$ cat config.mk
export PLATFORM = sky130hd
export DESIGN_NAME = alu_issue_stage
export DESIGN_NICKNAME = d
export VERILOG_FILES = /design/src/rtl/alu_issue_stage_pkg.sv /design/src/rtl/alu_op_decode.sv /design/src/rtl/alu_issue_stage.sv
export SDC_FILE = /design/constraint.sdc
export NUM_CORES = 1
export LEC_CHECK = 0
export ABC_AREA = 1
export CORE_MARGIN = 3
export CORE_UTILIZATION = 42
export CTS_BUF_LIST = sky130_fd_sc_hd__clkbuf_4
export DETAILED_ROUTE_END_ITERATION = 8
export GPL_ROUTABILITY_DRIVEN = 0
export PLACE_DENSITY = 0.83
export SETUP_SLACK_MARGIN = 0.05
export SYNTH_ARGS = -nofsm -noshare
export SYNTH_HDL_FRONTEND = slang
export SYNTH_SLANG_ARGS = --single-unit
export TNS_END_PERCENT = 10
$ cat constraint.sdc
create_clock -name clk -period 2.75 [get_ports clk]
set_input_delay 0.55 -clock clk [delete_from_list [all_inputs] [get_ports clk]]
set_output_delay 0.55 -clock clk [all_outputs]
set_load 0.01 [all_outputs]
$ cat src/rtl/alu_issue_stage_pkg.sv
// Shared definitions for the ALU issue stage: ALU opcodes, instruction field
// positions, R-type funct and I-type opcode values, decode result bundle.
package alu_issue_stage_pkg;

    typedef enum logic [2:0] {
        ALU_OR   = 3'b000,
        ALU_AND  = 3'b001,
        ALU_XOR  = 3'b010,
        ALU_ADD  = 3'b011,
        ALU_NOR  = 3'b100,
        ALU_NAND = 3'b101,
        ALU_SLT  = 3'b110,
        ALU_SUB  = 3'b111
    } alu_op_e;

    localparam int OPC_MSB = 31;
    localparam int OPC_LSB = 26;
    localparam int RS_MSB  = 25;
    localparam int RS_LSB  = 21;
    localparam int RT_MSB  = 20;
    localparam int RT_LSB  = 16;
    localparam int RD_MSB  = 15;
    localparam int RD_LSB  = 11;
    localparam int SH_MSB  = 10;
    localparam int SH_LSB  = 6;
    localparam int FN_MSB  = 5;
    localparam int FN_LSB  = 0;
    localparam int IMM_MSB = 15;
    localparam int IMM_LSB = 0;

    localparam logic [5:0] OPC_RTYPE = 6'b000000;
    localparam logic [5:0] OPC_ADDI  = 6'b001000;
    localparam logic [5:0] OPC_SLTI  = 6'b001010;
    localparam logic [5:0] OPC_ANDI  = 6'b001100;
    localparam logic [5:0] OPC_ORI   = 6'b001101;
    localparam logic [5:0] OPC_XORI  = 6'b001110;

    localparam logic [5:0] FN_ADD  = 6'b100000;
    localparam logic [5:0] FN_ADDU = 6'b100001;
    localparam logic [5:0] FN_SUB  = 6'b100010;
    localparam logic [5:0] FN_SUBU = 6'b100011;
    localparam logic [5:0] FN_AND  = 6'b100100;
    localparam logic [5:0] FN_OR   = 6'b100101;
    localparam logic [5:0] FN_XOR  = 6'b100110;
    localparam logic [5:0] FN_NOR  = 6'b100111;
    localparam logic [5:0] FN_SLT  = 6'b101010;
    localparam logic [5:0] FN_SLTU = 6'b101011;
    localparam logic [5:0] FN_NAND = 6'b101101;

    typedef struct packed {
        alu_op_e    op;
        logic       imm_sel;
        logic       sext;
        logic [4:0] rd;
        logic       illegal;
    } dec_t;

    function automatic logic [31:0] extend_imm(input logic [15:0] imm, input logic sext);
        return sext ? {{16{imm[15]}}, imm} : {16'h0000, imm};
    endfunction

endpackage

$ cat src/rtl/alu_op_decode.sv
// Combinational instruction decode: opcode/funct -> ALU opcode, immediate
// select and extension mode, writeback index and illegal flag.
module alu_op_decode
    import alu_issue_stage_pkg::*;
(
    input  logic [31:0] i_instr,
    output dec_t        o_dec
);

    logic [5:0] w_opc;
    logic [5:0] w_fn;
    logic       w_unused_bits;

    assign w_opc = i_instr[OPC_MSB:OPC_LSB];
    assign w_fn  = i_instr[FN_MSB:FN_LSB];
    // rs and shamt only matter to the operand path in the top level
    assign w_unused_bits = ^{i_instr[RS_MSB:RS_LSB], i_instr[SH_MSB:SH_LSB]};

    always_comb begin
        o_dec = '{op: ALU_ADD, imm_sel: 1'b0, sext: 1'b0, rd: 5'd0, illegal: 1'b1};
        if (w_opc == OPC_RTYPE) begin
            o_dec.illegal = 1'b0;
            o_dec.rd      = i_instr[RD_MSB:RD_LSB];
            case (w_fn)
                FN_ADD, FN_ADDU: o_dec.op = ALU_ADD;
                FN_SUB, FN_SUBU: o_dec.op = ALU_SUB;
                FN_AND:          o_dec.op = ALU_AND;
                FN_OR:           o_dec.op = ALU_OR;
                FN_XOR:          o_dec.op = ALU_XOR;
                FN_NOR:          o_dec.op = ALU_NOR;
                FN_NAND:         o_dec.op = ALU_NAND;
                FN_SLT, FN_SLTU: o_dec.op = ALU_SLT;
                default: begin
                    o_dec.illegal = 1'b1;
                    o_dec.rd      = 5'd0;
                end
            endcase
        end else begin
            o_dec.imm_sel = 1'b1;
            o_dec.rd      = i_instr[RT_MSB:RT_LSB];
            case (w_opc)
                OPC_ADDI: begin o_dec.op = ALU_ADD; o_dec.sext = 1'b1; end
                OPC_SLTI: begin o_dec.op = ALU_SLT; o_dec.sext = 1'b1; end
                OPC_ANDI: o_dec.op = ALU_AND;
                OPC_ORI:  o_dec.op = ALU_OR;
                OPC_XORI: o_dec.op = ALU_XOR;
                default: begin
                    o_dec.imm_sel = 1'b0;
                    o_dec.rd      = 5'd0;
                end
            endcase
            o_dec.illegal = !o_dec.imm_sel;
        end
    end

endmodule

$ cat src/rtl/alu_issue_stage.sv
// Decode/issue stage feeding the ALU through a single ID/EX register.
// ALU_ISSUE_FWD_EN: forward EX result into operands; otherwise stall on a match.
module alu_issue_stage
    import alu_issue_stage_pkg::*;
(
    input  logic        clk,
    input  logic        rst,
    input  logic        in_valid,
    output logic        in_ready,
    input  logic [31:0] in_instr,
    input  logic [31:0] in_rs_data,
    input  logic [31:0] in_rt_data,
    input  logic        fwd_valid,
    input  logic [4:0]  fwd_rd,
    input  logic [31:0] fwd_data,
    input  logic        flush,
    output logic        out_valid,
    input  logic        out_ready,
    output logic [31:0] out_a,
    output logic [31:0] out_b,
    output logic [2:0]  out_op,
    output logic [4:0]  out_rd,
    output logic        out_illegal
);

    dec_t        w_dec;
    logic [4:0]  w_rs_idx;
    logic [4:0]  w_rt_idx;
    logic        w_rs_hit;
    logic        w_rt_hit;
    logic [31:0] w_rs_val;
    logic [31:0] w_rt_val;
    logic [31:0] w_a;
    logic [31:0] w_b;
    logic        w_stall;
    logic        w_accept;

    logic        r_valid;
    logic [31:0] r_a;
    logic [31:0] r_b;
    alu_op_e     r_op;
    logic [4:0]  r_rd;
    logic        r_illegal;

    alu_op_decode u_decode (
        .i_instr (in_instr),
        .o_dec   (w_dec)
    );

    assign w_rs_idx = in_instr[RS_MSB:RS_LSB];
    assign w_rt_idx = in_instr[RT_MSB:RT_LSB];
    // index 0 is never a forwarding target
    assign w_rs_hit = fwd_valid && (fwd_rd != 5'd0) && (fwd_rd == w_rs_idx);
    assign w_rt_hit = fwd_valid && (fwd_rd != 5'd0) && (fwd_rd == w_rt_idx);

`ifdef ALU_ISSUE_FWD_EN
    assign w_rs_val = w_rs_hit ? fwd_data : in_rs_data;
    assign w_rt_val = w_rt_hit ? fwd_data : in_rt_data;
    assign w_stall  = 1'b0;
`else
    logic w_unused_fwd;
    assign w_unused_fwd = ^fwd_data;
    assign w_rs_val = in_rs_data;
    assign w_rt_val = in_rt_data;
    assign w_stall  = w_rs_hit || w_rt_hit;
`endif

    always_comb begin
        w_a = 32'd0;
        w_b = 32'd0;
        if (!w_dec.illegal) begin
            w_a = w_rs_val;
            w_b = w_dec.imm_sel ? extend_imm(in_instr[IMM_MSB:IMM_LSB], w_dec.sext) : w_rt_val;
        end
    end

    assign in_ready = (!r_valid || out_ready) && !w_stall;
    assign w_accept = in_valid && in_ready && !flush;

    always_ff @(posedge clk or posedge rst) begin
        if (rst) begin
            r_valid   <= 1'b0;
            r_a       <= 32'd0;
            r_b       <= 32'd0;
            r_op      <= ALU_OR;
            r_rd      <= 5'd0;
            r_illegal <= 1'b0;
        end else if (flush) begin
            r_valid <= 1'b0;
        end else if (w_accept) begin
            r_valid   <= 1'b1;
            r_a       <= w_a;
            r_b       <= w_b;
            r_op      <= w_dec.op;
            r_rd      <= w_dec.rd;
            r_illegal <= w_dec.illegal;
        end else if (r_valid && out_ready) begin
            r_valid <= 1'b0;
        end
    end

    assign out_valid   = r_valid;
    assign out_a       = r_a;
    assign out_b       = r_b;
    assign out_op      = r_op;
    assign out_rd      = r_rd;
    assign out_illegal = r_illegal;

endmodule

==> run summary, run 1 <==
Status: complete, no violations
Total of max-cap violations: 0
Clock Pin Slew Worst Setup and Hold Paths: 0.10 ns
Synth warn: 0
Io pins: 214
Design Area, Final: 0.00650 mm²
Synth area leaders: dfrtp_1, nand2_1, inv_1
Max stage delay on crit path: 0.53 ns
# diodes: 0
CP endpoint: in_ready
Syn nets: 797
DRT iter0 DRCs: 296
CTS HTree Levels: 3
Antenna viol nets, final: 0
Layout cell share with drive strength beyond 1: 0.114
Clk_skew: 0.0170 ns
Wire per inst: 13.1 µm
Synth Flop Type: dfrtp_1
Fmax: 0.432 GHz
Starting Density: 0.441
Dpl hpwl: 9270 µm
Post-synth top area cell: dfrtp_1
R2R setup slack: 1.21 ns
# port buffers: 181
Max_slew headroom: 0.711
GRT Total Usage: 0.215
Worst setup path start: fwd_rd[2]
Vias in the first global route: 4317
CP Class: in2out
Avg Synthesized Cell Area: 6.70 µm²
CP Max Fanout: 4
Crit path cell chain: clkdlybuf4s50_1 > nor2_1 > nand3_1 > nand2_1 > inv_1 > nand3_1 > nand3_1 > inv_1 > dlymetal6s2s_1
CP top delay family: buffers and inverters
Crit start category: input port
Hold buffers post-CTS: 0
Slew Viols, Final: 0
TritonCTS Buffers: 9
Post-CTS setup buffers: 0
Worst slew pin tran: 0.432 ns
Buf/Inv on CP: 4
Area growth, synth to finish: 47.4%
Nets: 969
Clk sinks: 74
Clock latency on the worst-skew pair: 0.40 ns
Synth Cell Area: 0.00441 mm²
CTS Root Cell: clkbuf_4
Reg-to-Reg Start: out_valid
Post-synth EDFFs: 0
Yosys top cell area share: 0.420
CTS tree: done
Worst reg2reg path endpoint: out_rd[3]
Fin cells: 968
Final min period: 2.32 ns
Post-synthesis cell count: 658
DR vias: 4525
Synth async-reset ratio: 1.00
Most common library cells after synthesis: nand2_1, inv_1, dfrtp_1, nor2_2, nor2_1
Critical Path Slowest Stage Cell: clkdlybuf4s50_1
Setup repair after global routing missed its margin: false
Worst-case clock buffer depth: 2
First-pass GRT wire length: 20300 µm
Worst r2r path cells: 9
Worst hold margin: 0.486 ns
Pleak: 3.54 nW
Hold violation count in the final report: 0
Worst hold path class: reg2reg
Arrival time worst endpoint: 1.77 ns
Routed WL: 12700 µm
Final setup fails: 0
Rows: 36
Most frequent cell after synthesis: nand2_1
Period utilization: 0.842
Post-synth cell types: 28
Levels on crit path: 9
Core region area: 0.0100 mm²
Avg Vias per Cell: 4.67
Largest net degree at the start of global routing: 75
Crit end category: output pin
Initial antenna violation count: 0
Inst Count DP: 952
P per Cell Area: 396 mW/mm²
DRC violations left: 0
CP dominant cell by count: nand3_1
Die W: 108 µm
Register area share after synthesis: 0.420
Placed instance area: 0.00634 mm²
Die height: 108 µm
Worst EP required: 2.20 ns
Pre-antenna DRT Iters: 5
Worst VDD drop: 266 µV
#FFs+latches synth: 74
Die Footprint: 0.0118 mm²
GRT overflow: 0
==> state kept, by name, summed over array words and instances (netlist names) <==
signal       cells
out_op           3
out_rd           5
out_illegal      1
out_a           32
out_b           32
out_valid        1
==> layer usage <==
layer	GRT usage	share of wire
met5	0	0
met1	0.277	0.40
met4	0.0721	0.024
met2	0.362	0.50
met3	0.0388	0.073
==> where the power goes <==
| part | leakage, nW | internal [mW] | switching, mW |
|---|---|---|---|
| clock | 0.0889 | 0.389 | 0.377 |
| sequential | 1.01 | 1.15 | 0.0328 |
| combinational | 2.44 | 0.326 | 0.306 |
==> worst reg2reg max path, cell delays in order, from the launching register on <==
cell and delay, ns:
dfrtp_1 0.41, inv_1 0.06, nor2_1 0.03, inv_1 0.07, nand3_1 0.11, buf_4 0.15, nor2_4 0.09, buf_12 0.29
nand2_1 0.18, nand2_1 0.09
==> worst min-delay path by stage <==
stage,startpoint,to,cells after the start
2_1_floorplan,out_op[2],out_op[2],2
3_3_place_gp,out_b[30],out_b[30],2
3_5_place_dp,out_b[15],out_b[15],2
4_1_cts,out_b[15],out_b[15],2
5_1_grt,out_b[3],out_b[3],2
6_report,out_a[13],out_a[13],2
==> logic make-up (layout without fill, tap and decap cells) <==
logic type / Yosys count / in the layout / synth area share
flip-flops: 74 / 74 / 0.420
buffers and inverters: 122 / 299 / 0.121
AO/OA/AOI/OAI: 6 / 6 / 0.00993
XOR/XNOR: 5 / 5 / 0.00993
AND/OR/NAND/NOR: 451 / 451 / 0.440
==> final cells by class <==
type | instances | area [µm²]
clock inverter | 5 | 77.6
sequential | 74 | 1850
multi-input combinational | 462 | 2040
clock buffer | 11 | 82.6
tap | 133 | 166
fill | 904 | 3500
timing repair buffer | 189 | 1930
inverter | 94 | 354
==> through the flow <==
| step | worst slack (ns) | power [mW] | TNS [ns] | utilization |
|---|---|---|---|---|
| after floorplan | 0.318 | 1.48 | 0 | - |
| after global routing | 0.247 | 2.71 | 0 | 0.650 |
| final | 0.435 | 2.58 | 0 | 0.650 |
| after global placement | 0.0712 | 1.82 | 0 | 0.634 |
| after detailed placement | -0.0168 | 1.83 | -0.0168 | 0.634 |
| after CTS | 0.0584 | 2.60 | 0 | 0.650 |
==> repair_timing <==
item,in CTS,in global routing
pin swaps,1,0
hold endpoints to repair,0,0
gates resized for setup,4,1
setup endpoints to repair,1,1
cloned,0,0
==> cells in the final DEF (no fill, tap or decap), drive strengths merged, types with 2 or more instances in the layout <==
cell,count
a21oi,3
buf,8
bufinv,2
clkbuf,11
clkdlybuf4s50,177
clkinv,4
dfrtp,74
dlygate4sd2,3
inv,93
nand2,324
nand3,35
nand4,4
nor2,84
o21ai,2
xnor2,2
xor2,3
(Power assumes the default switching activity.)
==> run 2, diff against run 1 <==
- clock period: 2.75 -> 2.3 ns (I/O delays scaled with it)
==> run summary, run 2 (synthesized netlist as in run 1, its figures left out) <==
Worst EP required: 1.84 ns (-0.36 ns)
Worst reg2reg path endpoint: out_a[27]
Worst slew pin tran: 0.411 ns (-0.0218 ns)
Most frequent cells in the layout: nand2_1, clkdlybuf4s50_1, inv_1, dfrtp_1, nor2_2
Multi-input gate area in the final layout: 0.00205 mm² (+0.49%)
Worst hold margin: 0.466 ns (-0.0206 ns)
Core region area: 0.0100 mm² (unchanged)
TritonCTS Buffers: 9 (unchanged)
Rows: 36 (unchanged)
GRT Total Usage: 0.221 (+0.00680)
CP Class: in2out
Commonest non-fill, non-tap cell in the layout: nand2_1
Worst VDD drop: 259 µV (-2.6%)
Hold buffers post-CTS: 0 (unchanged)
Initial antenna violation count: 1 (+1)
Final min period: 2.04 ns
Setup repair after global routing missed its margin: false
P per Cell Area: 445 mW/mm² (+12%)
Fmax: 0.489 GHz
Largest net degree at the start of global routing: 75 (unchanged)
Max_slew headroom: 0.726 (+0.0156)
CTS tree: done
Vias in the first global route: 4326 (+0.21%)
Antenna viol nets, final: 0 (unchanged)
Layout cell share with drive strength beyond 1: 0.131 (+0.0170)
Total of max-cap violations: 0 (unchanged)
R2R setup slack: 0.87 ns (-0.34 ns)
Arrival time worst endpoint: 1.58 ns (-0.19 ns)
DRC violations left: 0 (unchanged)
Reg-to-Reg Start: out_valid
Worst r2r path cells: 9 (unchanged)
DP Worst Slack: -0.236 ns (-0.219 ns)
Layout fillers: 908 (+0.44%)
Final setup fails: 0 (unchanged)
Avg Vias per Cell: 4.60 (-1.6%)
Nets: 984 (+1.5%)
Worst-case clock buffer depth: 2 (unchanged)
Status: complete, no violations
Clk_skew: 0.0131 ns (-0.00390 ns)
GRT overflow: 0 (unchanged)
Pleak: 3.66 nW (+3.4%)
Hold violation count in the final report: 0 (unchanged)
CP Max Fanout: 2 (-2)
Clock latency on the worst-skew pair: 0.41 ns (about the same)
Max stage delay on crit path: 0.47 ns (-0.06 ns)
# port buffers: 181 (unchanged)
CTS HTree Levels: 3 (unchanged)
Core Util, Final: 0.665 (+0.0150)
Wire per inst: 13.0 µm (-0.63%)
Critical Path Slowest Stage Cell: clkdlybuf4s50_1
Clock Pin Slew Worst Setup and Hold Paths: 0.12 ns (+0.02 ns)
Slew Viols, Final: 0 (unchanged)
Routed WL: 12800 µm (+0.91%)
DR vias: 4523 (-0.044%)
Crit end category: output pin
First-pass GRT wire length: 20700 µm (+1.8%)
Starting Density: 0.441 (unchanged)
Crit start category: input port
Final worst slack: 0.255 ns (-0.179 ns)
Worst hold path class: in2async
CTS Root Cell: clkbuf_4
Dpl hpwl: 9620 µm (+3.8%)
Period utilization: 0.889
Die Footprint: 0.0118 mm² (unchanged)
Area growth, synth to finish: 50.9%
Die W: 108 µm (unchanged)
Crit path cell chain: clkdlybuf4s50_1 > xnor2_1 > nand2_1 > nor2_2 > nand3_2 > nand3_2 > inv_1 > clkbuf_2
Die height: 108 µm (unchanged)
Pre-antenna DRT Iters: 7 (+2)
DRT iter0 DRCs: 298 (+0.68%)
CP dominant cell by count: nand3_2
Io pins: 214 (unchanged)
Clk sinks: 74 (unchanged)
Register area: 0.00185 mm² (unchanged)
==> run 2: final cells by class <==
| class | instances | share of cell area |
|---|---|---|
| inverter | 94 | 0.0536 |
| clock buffer | 9 | 0.0102 |
| timing repair buffer | 204 | 0.316 |
| clock inverter | 6 | 0.00884 |
| tap | 133 | 0.0250 |
| antenna | 1 | 0.000376 |
| sequential | 74 | 0.278 |
| multi-input combinational | 462 | 0.308 |
==> run 2: metal layers <==
metal / up-vias / global-route usage / wire, µm
met1: 2063 / 0.275 / 5360
met3: 17 / 0.0412 / 714
met5: - / 0 / 0
met4: 0 / 0.0803 / 199
met2: 143 / 0.383 / 6550
li1: 2300 / - / -
==> run 2: worst max-delay path by stage <==
| stage | from | to | slack [ns] | cells past startpoint |
|---|---|---|---|---|
| after floorplan | in_instr[29] | out_a[21] | 0.74 | 10 |
| after global placement | fwd_rd[0] | in_ready | -0.19 | 9 |
| after detailed placement | fwd_rd[0] | in_ready | -0.24 | 10 |
| after CTS | in_instr[17] | in_ready | 0.06 | 9 |
| after global routing | in_instr[21] | in_ready | 0.14 | 8 |
| final | in_instr[21] | in_ready | 0.26 | 8 |
==> run 2: critical path: cells and delay by family <==
kind	cells	cell delay, ns
xor gates and xnor gates	1	0.11
buffers and inverters	3	0.62
and+or+nand+nor	4	0.39
==> run 2: report_power, final <==
part,internal [mW],switching [mW]
logic,0.409,0.374
registers,1.37,0.0381
clock network,0.319,0.451
==> run 2: repair_timing <==
item,in CTS,in global routing
pin swaps,0,3
resized for setup,6,10
endpoints found under the setup margin,1,1
setup buffers,0,2
gates cloned,0,0
==> run 2: metrics by stage <==
stage	power, mW	instances	setup TNS (ns)	cell area [µm²]
finish	2.96	983	0	6650
global route	3.12	983	0	6650
CTS	3.00	980	0	6620
detailed placement	2.22	965	-0.236	6490
global placement	2.20	965	-0.192	6490
floorplan	1.77	658	0	4410
